$ cat config.mk
export PLATFORM = sky130hd
export DESIGN_NAME = ste_joypad_scanner_flat
export DESIGN_NICKNAME = d
export VERILOG_FILES = /design/src/rtl/ste_pad_pkg.sv /design/src/rtl/ste_joypad_scanner_if.sv /design/src/rtl/ste_pad_debounce.sv /design/src/rtl/ste_joypad_scanner.sv /design/src/flat_wrapper.sv
export SDC_FILE = /design/constraint.sdc
export NUM_CORES = 1
export LEC_CHECK = 0
export BUFFER_PORTS_ARGS = -buffer_cell sky130_fd_sc_hd__buf_4
export CAP_MARGIN = 10
export CORE_MARGIN = 3
export CORE_UTILIZATION = 55
export DETAILED_ROUTE_END_ITERATION = 10
export GPL_TIMING_DRIVEN = 0
export PLACE_DENSITY = 0.77
export RECOVER_POWER = 50
export SYNTH_ARGS = -nofsm -noshare
export SYNTH_HDL_FRONTEND = slang
export SYNTH_SLANG_ARGS = --single-unit
$ cat constraint.sdc
create_clock -name clk -period 3.6 [get_ports clk]
set_input_delay 0.54 -clock clk [delete_from_list [all_inputs] [get_ports clk]]
set_output_delay 0.54 -clock clk [all_outputs]
set_load 0.01 [all_outputs]
$ cat src/rtl/ste_pad_pkg.sv
// Shared definitions for the STE enhanced joypad scanner: joy bit map, row wiring table,
// scan FSM states and the select-pattern helper.
package ste_pad_pkg;

  typedef logic [4:0] bit_idx_t;

  localparam int unsigned JOY_W = 21;

  localparam bit_idx_t JOY_R     = 5'd0;
  localparam bit_idx_t JOY_L     = 5'd1;
  localparam bit_idx_t JOY_D     = 5'd2;
  localparam bit_idx_t JOY_U     = 5'd3;
  localparam bit_idx_t JOY_A     = 5'd4;
  localparam bit_idx_t JOY_B     = 5'd5;
  localparam bit_idx_t JOY_C     = 5'd6;
  localparam bit_idx_t JOY_OPT   = 5'd7;
  localparam bit_idx_t JOY_PAUSE = 5'd8;
  localparam bit_idx_t JOY_0     = 5'd9;
  localparam bit_idx_t JOY_STAR  = 5'd10;
  localparam bit_idx_t JOY_HASH  = 5'd11;
  localparam bit_idx_t JOY_1     = 5'd12;
  localparam bit_idx_t JOY_2     = 5'd13;
  localparam bit_idx_t JOY_3     = 5'd14;
  localparam bit_idx_t JOY_4     = 5'd15;
  localparam bit_idx_t JOY_5     = 5'd16;
  localparam bit_idx_t JOY_6     = 5'd17;
  localparam bit_idx_t JOY_7     = 5'd18;
  localparam bit_idx_t JOY_8     = 5'd19;
  localparam bit_idx_t JOY_9     = 5'd20;

  localparam logic [1:0] PAUSE_ROW = 2'd0;

  typedef enum logic [2:0] {
    StIdle,
    StRelease,
    StSettle,
    StSample,
    StGap
  } scan_state_e;

  // col[k] is the joy bit fed by col_n[k] while that row is selected.
  typedef struct packed {
    bit_idx_t [3:0] col;
    bit_idx_t       fire;
  } row_map_t;

  localparam row_map_t ROW_MAP [4] = '{
    '{col: {JOY_R, JOY_L, JOY_D, JOY_U},    fire: JOY_A},
    '{col: {JOY_1, JOY_4, JOY_7, JOY_STAR}, fire: JOY_B},
    '{col: {JOY_2, JOY_5, JOY_8, JOY_HASH}, fire: JOY_C},
    '{col: {JOY_3, JOY_6, JOY_9, JOY_0},    fire: JOY_OPT}
  };

  function automatic logic [3:0] sel_pattern(scan_state_e st, logic [1:0] row);
    if (st == StSettle || st == StSample) begin
      return ~(4'b0001 << row);
    end
    return 4'hF;
  endfunction

endpackage

$ cat src/rtl/ste_joypad_scanner_if.sv
// Physical pad port: active-low selects out, active-low columns and buttons back.
interface ste_joypad_scanner_if;
  logic [3:0] sel_n;
  logic [3:0] col_n;
  logic [1:0] btn_n;

  modport master (output sel_n, input col_n, input btn_n);
  modport slave  (input sel_n, output col_n, output btn_n);
endinterface

$ cat src/rtl/ste_pad_debounce.sv
// Frame-level debounce: joy only follows a frame seen DEBOUNCE times in a row.
module ste_pad_debounce
  import ste_pad_pkg::*;
#(
  parameter int unsigned DEBOUNCE = 2
) (
  input  logic             clk,
  input  logic             reset,
  input  logic             frame_done_i,
  input  logic [JOY_W-1:0] frame_i,
  output logic [JOY_W-1:0] joy_o,
  output logic             joy_changed_o
);

  localparam logic [3:0] StableMax = 4'(DEBOUNCE - 1);

  logic [JOY_W-1:0] prev_q, prev_d;
  logic [JOY_W-1:0] joy_q, joy_d;
  logic [3:0]       stable_q, stable_d;
  logic             changed_q, changed_d;

  always_comb begin
    prev_d    = prev_q;
    joy_d     = joy_q;
    stable_d  = stable_q;
    changed_d = 1'b0;
    if (frame_done_i) begin
      prev_d = frame_i;
      if (frame_i != prev_q) begin
        stable_d = '0;
      end else if (stable_q != StableMax) begin
        stable_d = stable_q + 4'd1;
      end
      if (stable_d == StableMax && frame_i != joy_q) begin
        joy_d     = frame_i;
        changed_d = 1'b1;
      end
    end
  end

  always_ff @(posedge clk) begin
    if (reset) begin
      prev_q    <= '0;
      joy_q     <= '0;
      stable_q  <= '0;
      changed_q <= 1'b0;
    end else begin
      prev_q    <= prev_d;
      joy_q     <= joy_d;
      stable_q  <= stable_d;
      changed_q <= changed_d;
    end
  end

  assign joy_o         = joy_q;
  assign joy_changed_o = changed_q;

endmodule

$ cat src/rtl/ste_joypad_scanner.sv
// Host-side scanner for the STE enhanced joypad port: walks the four select rows,
// samples columns/buttons into a shadow frame and hands each full frame to the debouncer.
module ste_joypad_scanner
  import ste_pad_pkg::*;
#(
  parameter int unsigned SETTLE_TICKS = 8,
  parameter int unsigned FRAME_GAP    = 64,
  parameter int unsigned DEBOUNCE     = 2
) (
  input  logic                 clk,
  input  logic                 reset,
  input  logic                 ce,
  input  logic                 enable,
  ste_joypad_scanner_if.master pad,
  output logic [JOY_W-1:0]     joy,
  output logic                 joy_valid,
  output logic                 joy_changed,
  output logic                 busy
);

  localparam logic [15:0] SettleLast = 16'(SETTLE_TICKS - 1);
  // A zero gap still spends one tick in StGap.
  localparam logic [15:0] GapLast    = (FRAME_GAP == 0) ? 16'd0 : 16'(FRAME_GAP - 1);

  scan_state_e      state_q, state_d;
  logic [1:0]       row_q, row_d;
  logic [15:0]      cnt_q, cnt_d;
  logic [JOY_W-1:0] shadow_q, shadow_d;
  logic [3:0]       sel_n_q, sel_n_d;
  logic             valid_q;
  logic             frame_done;
  logic             in_frame;

  assign in_frame = (state_q == StRelease) || (state_q == StSettle) || (state_q == StSample);

  always_comb begin
    state_d    = state_q;
    row_d      = row_q;
    cnt_d      = cnt_q;
    shadow_d   = shadow_q;
    frame_done = 1'b0;
    if (ce) begin
      if (in_frame && !enable) begin
        // Abort: partial frame dropped, debouncer never sees it.
        state_d  = StIdle;
        row_d    = '0;
        cnt_d    = '0;
        shadow_d = '0;
      end else begin
        case (state_q)
          StIdle: begin
            if (enable) begin
              state_d = StRelease;
              row_d   = '0;
            end
          end
          StRelease: begin
            state_d = StSettle;
            cnt_d   = '0;
          end
          StSettle: begin
            if (cnt_q == SettleLast) begin
              state_d = StSample;
              cnt_d   = '0;
            end else begin
              cnt_d = cnt_q + 16'd1;
            end
          end
          StSample: begin
            for (int c = 0; c < 4; c++) begin
              shadow_d[ROW_MAP[row_q].col[c]] = ~pad.col_n[c];
            end
            shadow_d[ROW_MAP[row_q].fire] = ~pad.btn_n[1];
            if (row_q == PAUSE_ROW) begin
              shadow_d[JOY_PAUSE] = ~pad.btn_n[0];
            end
            if (row_q != 2'd3) begin
              row_d   = row_q + 2'd1;
              state_d = StRelease;
            end else begin
              frame_done = 1'b1;
              state_d    = StGap;
              cnt_d      = '0;
            end
          end
          StGap: begin
            if (cnt_q == GapLast) begin
              state_d = StIdle;
              cnt_d   = '0;
            end else begin
              cnt_d = cnt_q + 16'd1;
            end
          end
          default: state_d = StIdle;
        endcase
      end
    end
    sel_n_d = sel_pattern(state_d, row_d);
  end

  always_ff @(posedge clk) begin
    if (reset) begin
      state_q  <= StIdle;
      row_q    <= '0;
      cnt_q    <= '0;
      shadow_q <= '0;
      sel_n_q  <= 4'hF;
      valid_q  <= 1'b0;
    end else begin
      state_q  <= state_d;
      row_q    <= row_d;
      cnt_q    <= cnt_d;
      shadow_q <= shadow_d;
      sel_n_q  <= sel_n_d;
      valid_q  <= frame_done;
    end
  end

  ste_pad_debounce #(
    .DEBOUNCE(DEBOUNCE)
  ) u_debounce (
    .clk          (clk),
    .reset        (reset),
    .frame_done_i (frame_done),
    .frame_i      (shadow_d),
    .joy_o        (joy),
    .joy_changed_o(joy_changed)
  );

  assign pad.sel_n = sel_n_q;
  assign joy_valid = valid_q;
  assign busy      = in_frame;

endmodule

$ cat src/flat_wrapper.sv
// flat-port wrapper written by rule: the top's interface ports become plain ports
module ste_joypad_scanner_flat import ste_pad_pkg::*;
#(
  parameter int unsigned SETTLE_TICKS = 8,
  parameter int unsigned FRAME_GAP    = 64,
  parameter int unsigned DEBOUNCE     = 2
)
  (clk, reset, ce, enable, joy, joy_valid, joy_changed, busy, pad_sel_n, pad_col_n, pad_btn_n);
  ste_joypad_scanner_if pad_i ();
  input  logic clk;
  input  logic reset;
  input  logic ce;
  input  logic enable;
  output logic [JOY_W-1:0] joy;
  output logic joy_valid;
  output logic joy_changed;
  output logic busy;
  output wire logic [$bits(pad_i.sel_n)-1:0] pad_sel_n;
  input wire logic [$bits(pad_i.col_n)-1:0] pad_col_n;
  input wire logic [$bits(pad_i.btn_n)-1:0] pad_btn_n;
  assign pad_sel_n = pad_i.sel_n;
  assign pad_i.col_n = pad_col_n;
  assign pad_i.btn_n = pad_btn_n;
  ste_joypad_scanner #(.SETTLE_TICKS(SETTLE_TICKS), .FRAME_GAP(FRAME_GAP), .DEBOUNCE(DEBOUNCE)) u_core (.clk(clk), .reset(reset), .ce(ce), .enable(enable), .pad(pad_i), .joy(joy), .joy_valid(joy_valid), .joy_changed(joy_changed), .busy(busy));
endmodule
==> qor.yml, run 1 <==
synthesis:
  synth_fa_ha_area_frac: 0.0251
  synth-compound-area-share: 0.186
  ys_types: 80
  yosysWarnings: 0
  postSynthCellCount: 651
  synth_edf_count: 0
  synth-xor-area-share: 0.0639
  synth.cell_area_mm2: 0.00548
  avgSynthCellArea_um2: 8.42
  synth_ff_type: "dfxtp_1"
  synth_top_family_by_area: "simple AND/OR/NAND/NOR gates"
  synthMuxAreaShare: 0.0680
  ys_seq_elements: 94
  synthArstFlopShare: 0
  yosysSeqAreaShare: 0.343
  synthSimpleGateAreaFrac: 0.264
  synth_nets: 672
floorplanning:
  die_x_um: 106
  die-area_mm2: 0.0112
  ios: 38
  coreArea_mm2: 0.00946
  dieHeight_um: 106
  num_rows: 35
  initial_utilization: 0.579
outcome:
  status: "finished clean"
placed_design:
  dp_cells: 814
  dpl_cell_area_mm2: 0.00590
  hpwl_mm: 12.1
  portBuffers: 34
  place_congestion: 0.991
  place_worst_setup_slack_ps: -567
clock_tree:
  clkLatencyLatePin_ps: 380
  cts_hold_buf: 0
  cts_buffers: 9
  cts_tree: "yes"
  h-tree-depth: 3
  root_buffer: "clkbuf_8"
  cts.sinks: 94
  path_clk_slew_ps: 90
  clk_path_buf_depth: 2
grt:
  use_met3: 0.0710
  top_usage_layer: "met2"
  grtUsageMet1: 0.412
  overflow: 0
  grt_util_met2: 0.482
  grt_pass1_wl_mm: 26.9
  grt_usage: 0.306
  grt_max_degree: 16
  grt_pass1_vias: 4968
  antenna_found_initial: 0
power_and_ir_drop:
  swShare: 0.251
  combPwrFrac: 0.057
  p_per_area_mw_per_mm2: 299
  vdd_drop_max_uv: 312
  intPower_uw: 1410
  switching_power_uw: 473
  p_leak_uw: 0.00235
  p_seq_frac: 0.553
  pwr-share-clk: 0.390
finish:
  final_cell_mix: "dfxtp_1 (92), nor2_1 (62), nand2_1 (60), clkbuf_1 (47)"
  fin_util: 0.666
  synthToLayoutAreaGrowth_pct: 15.0
  final_area_mm2: 0.00630
  stdcell_count: 834
  final_common_cell: "dfxtp_1"
  diodes: 0
  drive_above_1_share: 0.159
  nNetsFinal: 721
timing:
  hold_violations: 0
  min_period_ps: 3550
  clock_skew_ps: 9.85
  slew_viol_final: 0
  setup_viol: 0
  tns_ps: 0
  maxSlewHeadroom: 0.420
  worstMarginPinSlew_ps: 867
  period_share: 0.985
  fmax_mhz: 282
  worst_slack_ps: 54.3
setup_path:
  worst_setup_path_start_kind: "flop"
  crit_path_max_fanout: 10
  cp-endpoint: "u_core.u_debounce.joy_o[17]"
  startpoint: "u_core.row_q[0]"
  cp.required_ps: 3880
  crit_arrival_ps: 3820
  critPathCaptureType: "flop"
  r2r-start: "u_core.row_q[0]"
  worstReg2RegEnd: "u_core.u_debounce.joy_o[17]"
  path_class: "flop to flop"
  ff2ff_setup_slack_ps: 50
  r2r_cells: 13
detailed_routing:
  wl_per_cell_um: 20.3
  finalWirelength_mm: 17.0
  drt_first_pass_iters: 6
  antenna_left: 0
  vias: 5261
  first_iter_violations: 551
  drc: 0
  viasPerCell: 6.31
worst_hold_path:
  hold_path_class: "flop to flop"
  worstHoldStart: "u_core.u_debounce.prev_q[11]"
flow_run:
  cap_viol_max_count: 0
-- power by group through the flow --
stage / combinational, uW / clock [uW] / sequential [uW]
2_1_floorplan: 58.9 / 0 / 1070
3_3_place_gp: 95.8 / 0 / 1070
4_1_cts: 100 / 742 / 1040
6_report: 107 / 734 / 1040
3_5_place_dp: 96.8 / 0 / 1070
5_1_grt: 114 / 784 / 1040
-- worst min-delay path by stage --
stage	cells after the start	slack, ps	end
final	2	470	u_core.u_debounce.prev_q[11]
after global routing	2	490	u_core.u_debounce.prev_q[11]
after CTS	2	470	u_core.u_debounce.prev_q[11]
after detailed placement	2	460	u_core.u_debounce.prev_q[11]
after global placement	2	450	u_core.u_debounce.prev_q[5]
after floorplan	2	450	u_core.u_debounce.prev_q[11]
-- cell families (layout without fill, tap and decap cells) --
group,count (synthesis),after routing
AO/OA/AOI/OAI,148,148
buffers and inverters,57,111
multiplexers,27,27
AND/OR/NAND/NOR,274,274
adder cells (fa/ha/maj),11,11
flip-flops,94,94
XOR/XNOR,40,40
-- repair_timing --
| item | in CTS | in global routing |
|---|---|---|
| pin swaps | 5 | 11 |
| buffers inserted | 2 | 3 |
| resized for setup | 24 | 47 |
| setup endpoints to repair | 25 | 21 |
-- critical path: stages, from the launching register on --
cell and delay [ps]:
dfxtp_4 380, inv_2 110, ha_2 220, buf_4 180
nand3_1 110, or3_1 380, a32oi_4 370, xnor2_2 190
o311a_1 210, nand4b_1 210, nor4_4 340, and3b_4 280
buf_12 160, mux2_4 300
-- registers in the layout, indices dropped and copies added, names as in the netlist --
register                         flops
u_core.shadow_q                     21
u_core.u_debounce.joy_o             21
u_core.u_debounce.prev_q            21
u_core.cnt_q                        16
u_core.pad.sel_n                     4
u_core.u_debounce.stable_q           4
u_core.state_q                       3
u_core.row_q                         2
u_core.joy_valid                     1
u_core.u_debounce.joy_changed_o      1
-- cells in the mapped netlist (all sizes together), types with 6 or more instances --
master,number,area (um^2)
nor3,24,143
nor2,63,236
mux2,22,323
nand4,6,37.5
ha,11,138
xnor2,13,114
and3,12,75.1
inv,17,63.8
o21ai,30,150
clkbuf,19,71.3
a211oi,10,75.1
dfxtp,94,1880
a31oi,6,37.5
buf,21,135
xor2,27,236
nand3,19,95.1
nand2,60,225
or3,10,62.6
nand2b,7,43.8
a21oi,41,209
nor4,7,50.1
nor2b,37,231
-- stage by stage --
stage | hold slack (ps) | power, uW
finish | 472 | 1880
global route | 487 | 1940
CTS | 471 | 1890
detailed placement | 458 | 1160
global placement | 455 | 1160
floorplan | 448 | 1130
-- layer usage --
metal | wire length (um) | share of wire | vias to the layer above
met2 | 7640 | 0.45 | 286
li1 | - | - | 2435
met1 | 6990 | 0.41 | 2482
met5 | 0 | 0 | -
met3 | 1700 | 0.10 | 58
met4 | 626 | 0.037 | 0
-- final cells by class --
type | count | area [um^2]
Clock buffer | 11 | 141
Inverter | 17 | 63.8
Tap cell | 129 | 161
Timing Repair Buffer | 39 | 188
Buffer | 39 | 254
Sequential cell | 94 | 1890
Clock inverter | 5 | 56.3
Multi-Input combinational cell | 500 | 3550
Fill cell | 829 | 3160
(Power assumes the default switching activity.)
==> inputs of run 2 (changes only) <==
- CORE_UTILIZATION: 55 -> 64
- PLACE_DENSITY: 0.77 -> 0.84
- clock period: 3.6 -> 4.2 ns (I/O delays scaled with it)
==> run 2 against run 1 <==
Effect of this change:
- cell count down 3.4%
- count of clock-buffer cells in the layout down 2
- sequential share of layout area up 1.4 points
- power down 16%
- sequential power down 14%
- cell area down 4.9%
- global-route usage up 5.8 points
- worst hold slack better by 10 ps
- core utilization up 6.0 points
- register-to-register slack better by 50 ps
- combinational power down 18%
- non-clock buffer count down 4
- largest cell class unchanged
==> qor.yml, run 2 (same netlist as run 1, synthesis figures left out) <==
grt:
  overflow: 0
  antenna_found_initial: 0
  grt_pass1_wl_mm: 27.6
  grt_pass1_vias: 5151
  grt_max_degree: 19
  grt_usage: 0.364
detailed_routing:
  wl_per_cell_um: 21.7
  viasPerCell: 6.71
  antenna_left: 0
  drt_first_pass_iters: 5
  first_iter_violations: 647
  finalWirelength_mm: 17.5
  vias: 5409
  drc: 0
power_and_ir_drop:
  vdd_drop_max_uv: 206
  p_per_area_mw_per_mm2: 265
  p_leak_uw: 0.00229
finish:
  final_cell_mix: "dfxtp_1 (93), nor2_1 (63), nand2_1 (60), clkbuf_1 (50), a21oi_1 (40)"
  fill_cells: 670
  drive_above_1_share: 0.110
  final_common_cell: "dfxtp_1"
  diodes: 0
  nNetsFinal: 717
  synthToLayoutAreaGrowth_pct: 9.38
timing:
  min_period_ps: 4090
  period_share: 0.974
  rsz0062_at_grt: "false"
  whs_ps: 482
  worst_slack_ps: 109
  setup_viol: 0
  slew_viol_final: 0
  maxSlewHeadroom: 0.455
  clock_skew_ps: 14.3
  fmax_mhz: 244
  hold_violations: 0
  worstMarginPinSlew_ps: 813
setup_path:
  r2r_cells: 13
  ff2ff_setup_slack_ps: 110
  crit_path_max_fanout: 10
  worstReg2RegEnd: "u_core.u_debounce.joy_o[7]"
  cp.required_ps: 4470
  r2r-start: "u_core.row_q[0]"
  path_class: "flop to flop"
  worst_setup_path_start_kind: "flop"
  crit_arrival_ps: 4360
  critPathCaptureType: "flop"
floorplanning:
  num_rows: 33
  initial_utilization: 0.664
  dieHeight_um: 98.5
  die_x_um: 98.5
  die-area_mm2: 0.00971
  coreArea_mm2: 0.00826
  ios: 38
flow_run:
  cap_viol_max_count: 0
worst_hold_path:
  min_to: "u_core.u_debounce.prev_q[11]"
  hold_path_class: "flop to flop"
  worstHoldStart: "u_core.u_debounce.prev_q[11]"
  holdPathStages: 2
clock_tree:
  cts_buffers: 9
  cts_tree: "yes"
  root_buffer: "clkbuf_8"
  clk_path_buf_depth: 2
  clkLatencyLatePin_ps: 380
  cts_hold_buf: 0
  path_clk_slew_ps: 100
  cts.sinks: 94
  h-tree-depth: 3
placed_design:
  portBuffers: 34
  hpwl_mm: 12.5
  place_worst_setup_slack_ps: -151
  place_congestion: 1.01
outcome:
  status: "finished clean"
## run 2: worst max path at each step
stage	start	endpoint	slack (ps)	depth (start not counted)
floorplan	enable	u_core.u_debounce.joy_o[0]	720	12
global placement	ce	u_core.u_debounce.joy_o[3]	-190	13
detailed placement	ce	u_core.u_debounce.joy_o[10]	-150	13
CTS	u_core.row_q[1]	u_core.u_debounce.joy_o[7]	60	13
global route	u_core.row_q[0]	u_core.u_debounce.joy_o[7]	30	13
finish	u_core.row_q[0]	u_core.u_debounce.joy_o[7]	110	13
## run 2: metrics by stage
stage	area [um^2]	utilization	TNS (ps)	total power (uW)	std cells
2_1_floorplan	5480	-	0	966	651
3_3_place_gp	5870	0.710	-3630	998	790
3_5_place_dp	5870	0.710	-2840	1000	790
4_1_cts	6070	0.735	0	1580	805
5_1_grt	5990	0.726	0	1630	806
6_report	5990	0.726	0	1590	806
## run 2: cell type report
cell class,count,area (um^2),area share
buffer,39,201,0.0336
tap,105,131,0.0219
sequential,94,1880,0.314
timing repair buffer,35,154,0.0257
clock inverter,7,65.1,0.0109
multi-input combinational,500,3370,0.563
inverter,17,63.8,0.0106
clock buffer,9,124,0.0207
## run 2: repair_timing
item	CTS	global route
buffers inserted	0	1
resized for setup	3	7
endpoints found under the setup margin	20	21
pin swaps	0	1
## run 2: critical path, cell delays in order, from the launching register on
cell,delay (ps)
dfxtp_1,460
ha_1,320
buf_2,260
buf_2,330
a21oi_1,110
nor2_1,220
o21ai_0,230
a32o_1,290
a2111oi_4,390
nand4_1,220
nor4_4,380
and3b_4,270
buf_6,180
mux2_4,310
## run 2: where the power goes
part	total, uW	internal, uW	switching (uW)
Combinational	87.9	22.3	65.6
Clock	603	231	372
Sequential	895	893	2.43
## run 2: routing by layer
| metal | up-vias | track usage | share of wire |
|---|---|---|---|
| li1 | 2423 | - | - |
| met3 | 71 | 0.0644 | 0.11 |
| met4 | 0 | 0.158 | 0.035 |
| met2 | 380 | 0.569 | 0.46 |
| met1 | 2535 | 0.495 | 0.40 |
| met5 | - | 0 | 0 |
==> inputs of run 3 (changes only) <==
- CORE_UTILIZATION: 64 -> 50
- HOLD_SLACK_MARGIN: default -> 0.15
- PLACE_DENSITY: 0.84 -> 0.66
==> run 3 against run 2 <==
Effect of this change:
- critical path depth unchanged
- sequential share of layout area decreased by 0.65 points
- critical endpoint is now u_core.u_debounce.joy_o[5]
- register-to-register slack improved by 110 ps
- clock power increased by 35%
- worst setup slack improved by 110 ps
- maximum frequency increased by 2.7%
- count of clock-buffer cells in the layout unchanged
==> qor.yml, run 3 (same netlist as run 1, synthesis figures left out) <==
detailed_routing:
  wl_per_cell_um: 21.0
  vias: 5181
  viasPerCell: 6.17
  first_iter_violations: 604
  drc: 0
  finalWirelength_mm: 17.6
  drt_first_pass_iters: 5
  antenna_left: 0
finish:
  fill_cells: 1002
  diodes: 0
  seqCellArea_mm2: 0.00188
  stdcell_count: 840
  synthToLayoutAreaGrowth_pct: 11.7
  drive_above_1_share: 0.115
  final_cell_mix: "dfxtp_1 (93), nor2_1 (63), nand2_1 (60), clkbuf_1 (49), a21oi_1 (40)"
  final_area_mm2: 0.00612
  nNetsFinal: 720
  final_common_cell: "dfxtp_1"
  multi_input_area_mm2: 0.00336
floorplanning:
  ios: 38
  die-area_mm2: 0.0123
  initial_utilization: 0.521
  dieHeight_um: 111
  coreArea_mm2: 0.0105
  die_x_um: 111
  num_rows: 37
setup_path:
  cp.required_ps: 4470
  path_class: "flop to flop"
  critPathCaptureType: "flop"
  crit_arrival_ps: 4250
  crit_path_max_fanout: 10
  worst_setup_path_start_kind: "flop"
timing:
  worstMarginPinSlew_ps: 807
  slew_viol_final: 0
  clock_skew_ps: 17.9
  fmax_mhz: 251
  period_share: 0.948
  maxSlewHeadroom: 0.462
  hold_violations: 0
  setup_viol: 0
  worst_slack_ps: 217
  min_period_ps: 3980
power_and_ir_drop:
  p_leak_uw: 0.00233
  vdd_drop_max_uv: 200
  finalPower_uw: 1800
  p_per_area_mw_per_mm2: 294
placed_design:
  place_congestion: 0.975
  hpwl_mm: 12.9
  dpl_cell_area_mm2: 0.00591
  portBuffers: 34
  dp_cells: 821
  place_worst_setup_slack_ps: -28.4
grt:
  grt_pass1_wl_mm: 27.6
  grt_usage: 0.284
  overflow: 0
  grt_pass1_vias: 4948
  grt_max_degree: 17
  antenna_found_initial: 0
clock_tree:
  h-tree-depth: 3
  clk_path_buf_depth: 2
  cts_buffers: 9
  clkLatencyLatePin_ps: 380
  root_buffer: "clkbuf_8"
  cts_tree: "yes"
  cts.sinks: 94
  path_clk_slew_ps: 110
worst_hold_path:
  hold_path_class: "flop to flop"
outcome:
  status: "finished clean"
flow_run:
  cap_viol_max_count: 0
==> run 3: layout make-up <==
class | instances | area share
Inverter | 17 | 0.0104
Buffer | 40 | 0.0339
Sequential cell | 94 | 0.308
Clock inverter | 7 | 0.0233
Multi-Input combinational cell | 500 | 0.549
Tap cell | 136 | 0.0278
Clock buffer | 9 | 0.0202
Timing Repair Buffer | 37 | 0.0276
==> run 3: timing repair <==
action | in CTS | in global routing
setup buffers | 0 | 3
hold buffers | 0 | 0
setup endpoints to repair | 20 | 21
pin swaps | 0 | 1
gates resized for setup | 3 | 8
==> run 3: per-layer routing <==
metal,GRT usage,routed length (um),vias to the layer above
met1,0.400,7930,2455
met3,0.0437,1310,47
met4,0.127,677,0
met2,0.429,7700,244
met5,0,0,-
li1,-,-,2435
==> run 3: through the flow <==
stage	TNS (ps)	hold slack, ps	utilization
CTS	0	473	0.589
detailed placement	-339	460	0.562
global placement	-2.84	455	0.562
global route	-257	492	0.582
floorplan	0	448	-
finish	0	477	0.582
==> run 3: worst max-delay path, stage by stage (launching register included) <==
cell	delay, ps
dfxtp_1	450
ha_1	290
buf_2	270
buf_2	350
a21oi_1	120
nor2_1	200
o21ai_0	200
a32o_1	260
a2111oi_2	370
nand4_1	210
nor4_4	400
and3b_4	270
buf_6	170
mux2_4	310
==> run 3: power by group <==
group | switching, uW | leakage (uW) | internal [uW]
registers | 2.56 | 0.000758 | 892
logic | 65.6 | 0.00144 | 23.3
clock network | 354 | 0.000134 | 459
total | 422 | 0.00233 | 1370
==> run 3: final timing paths <==
check,start,end,slack [ps],cells after the start
min,u_core.u_debounce.prev_q[5],u_core.u_debounce.prev_q[5],480,2
max reg2reg,u_core.row_q[0],u_core.u_debounce.joy_o[5],220,13
max,u_core.row_q[0],u_core.u_debounce.joy_o[5],220,13
min reg2reg,u_core.u_debounce.prev_q[5],u_core.u_debounce.prev_q[5],480,2
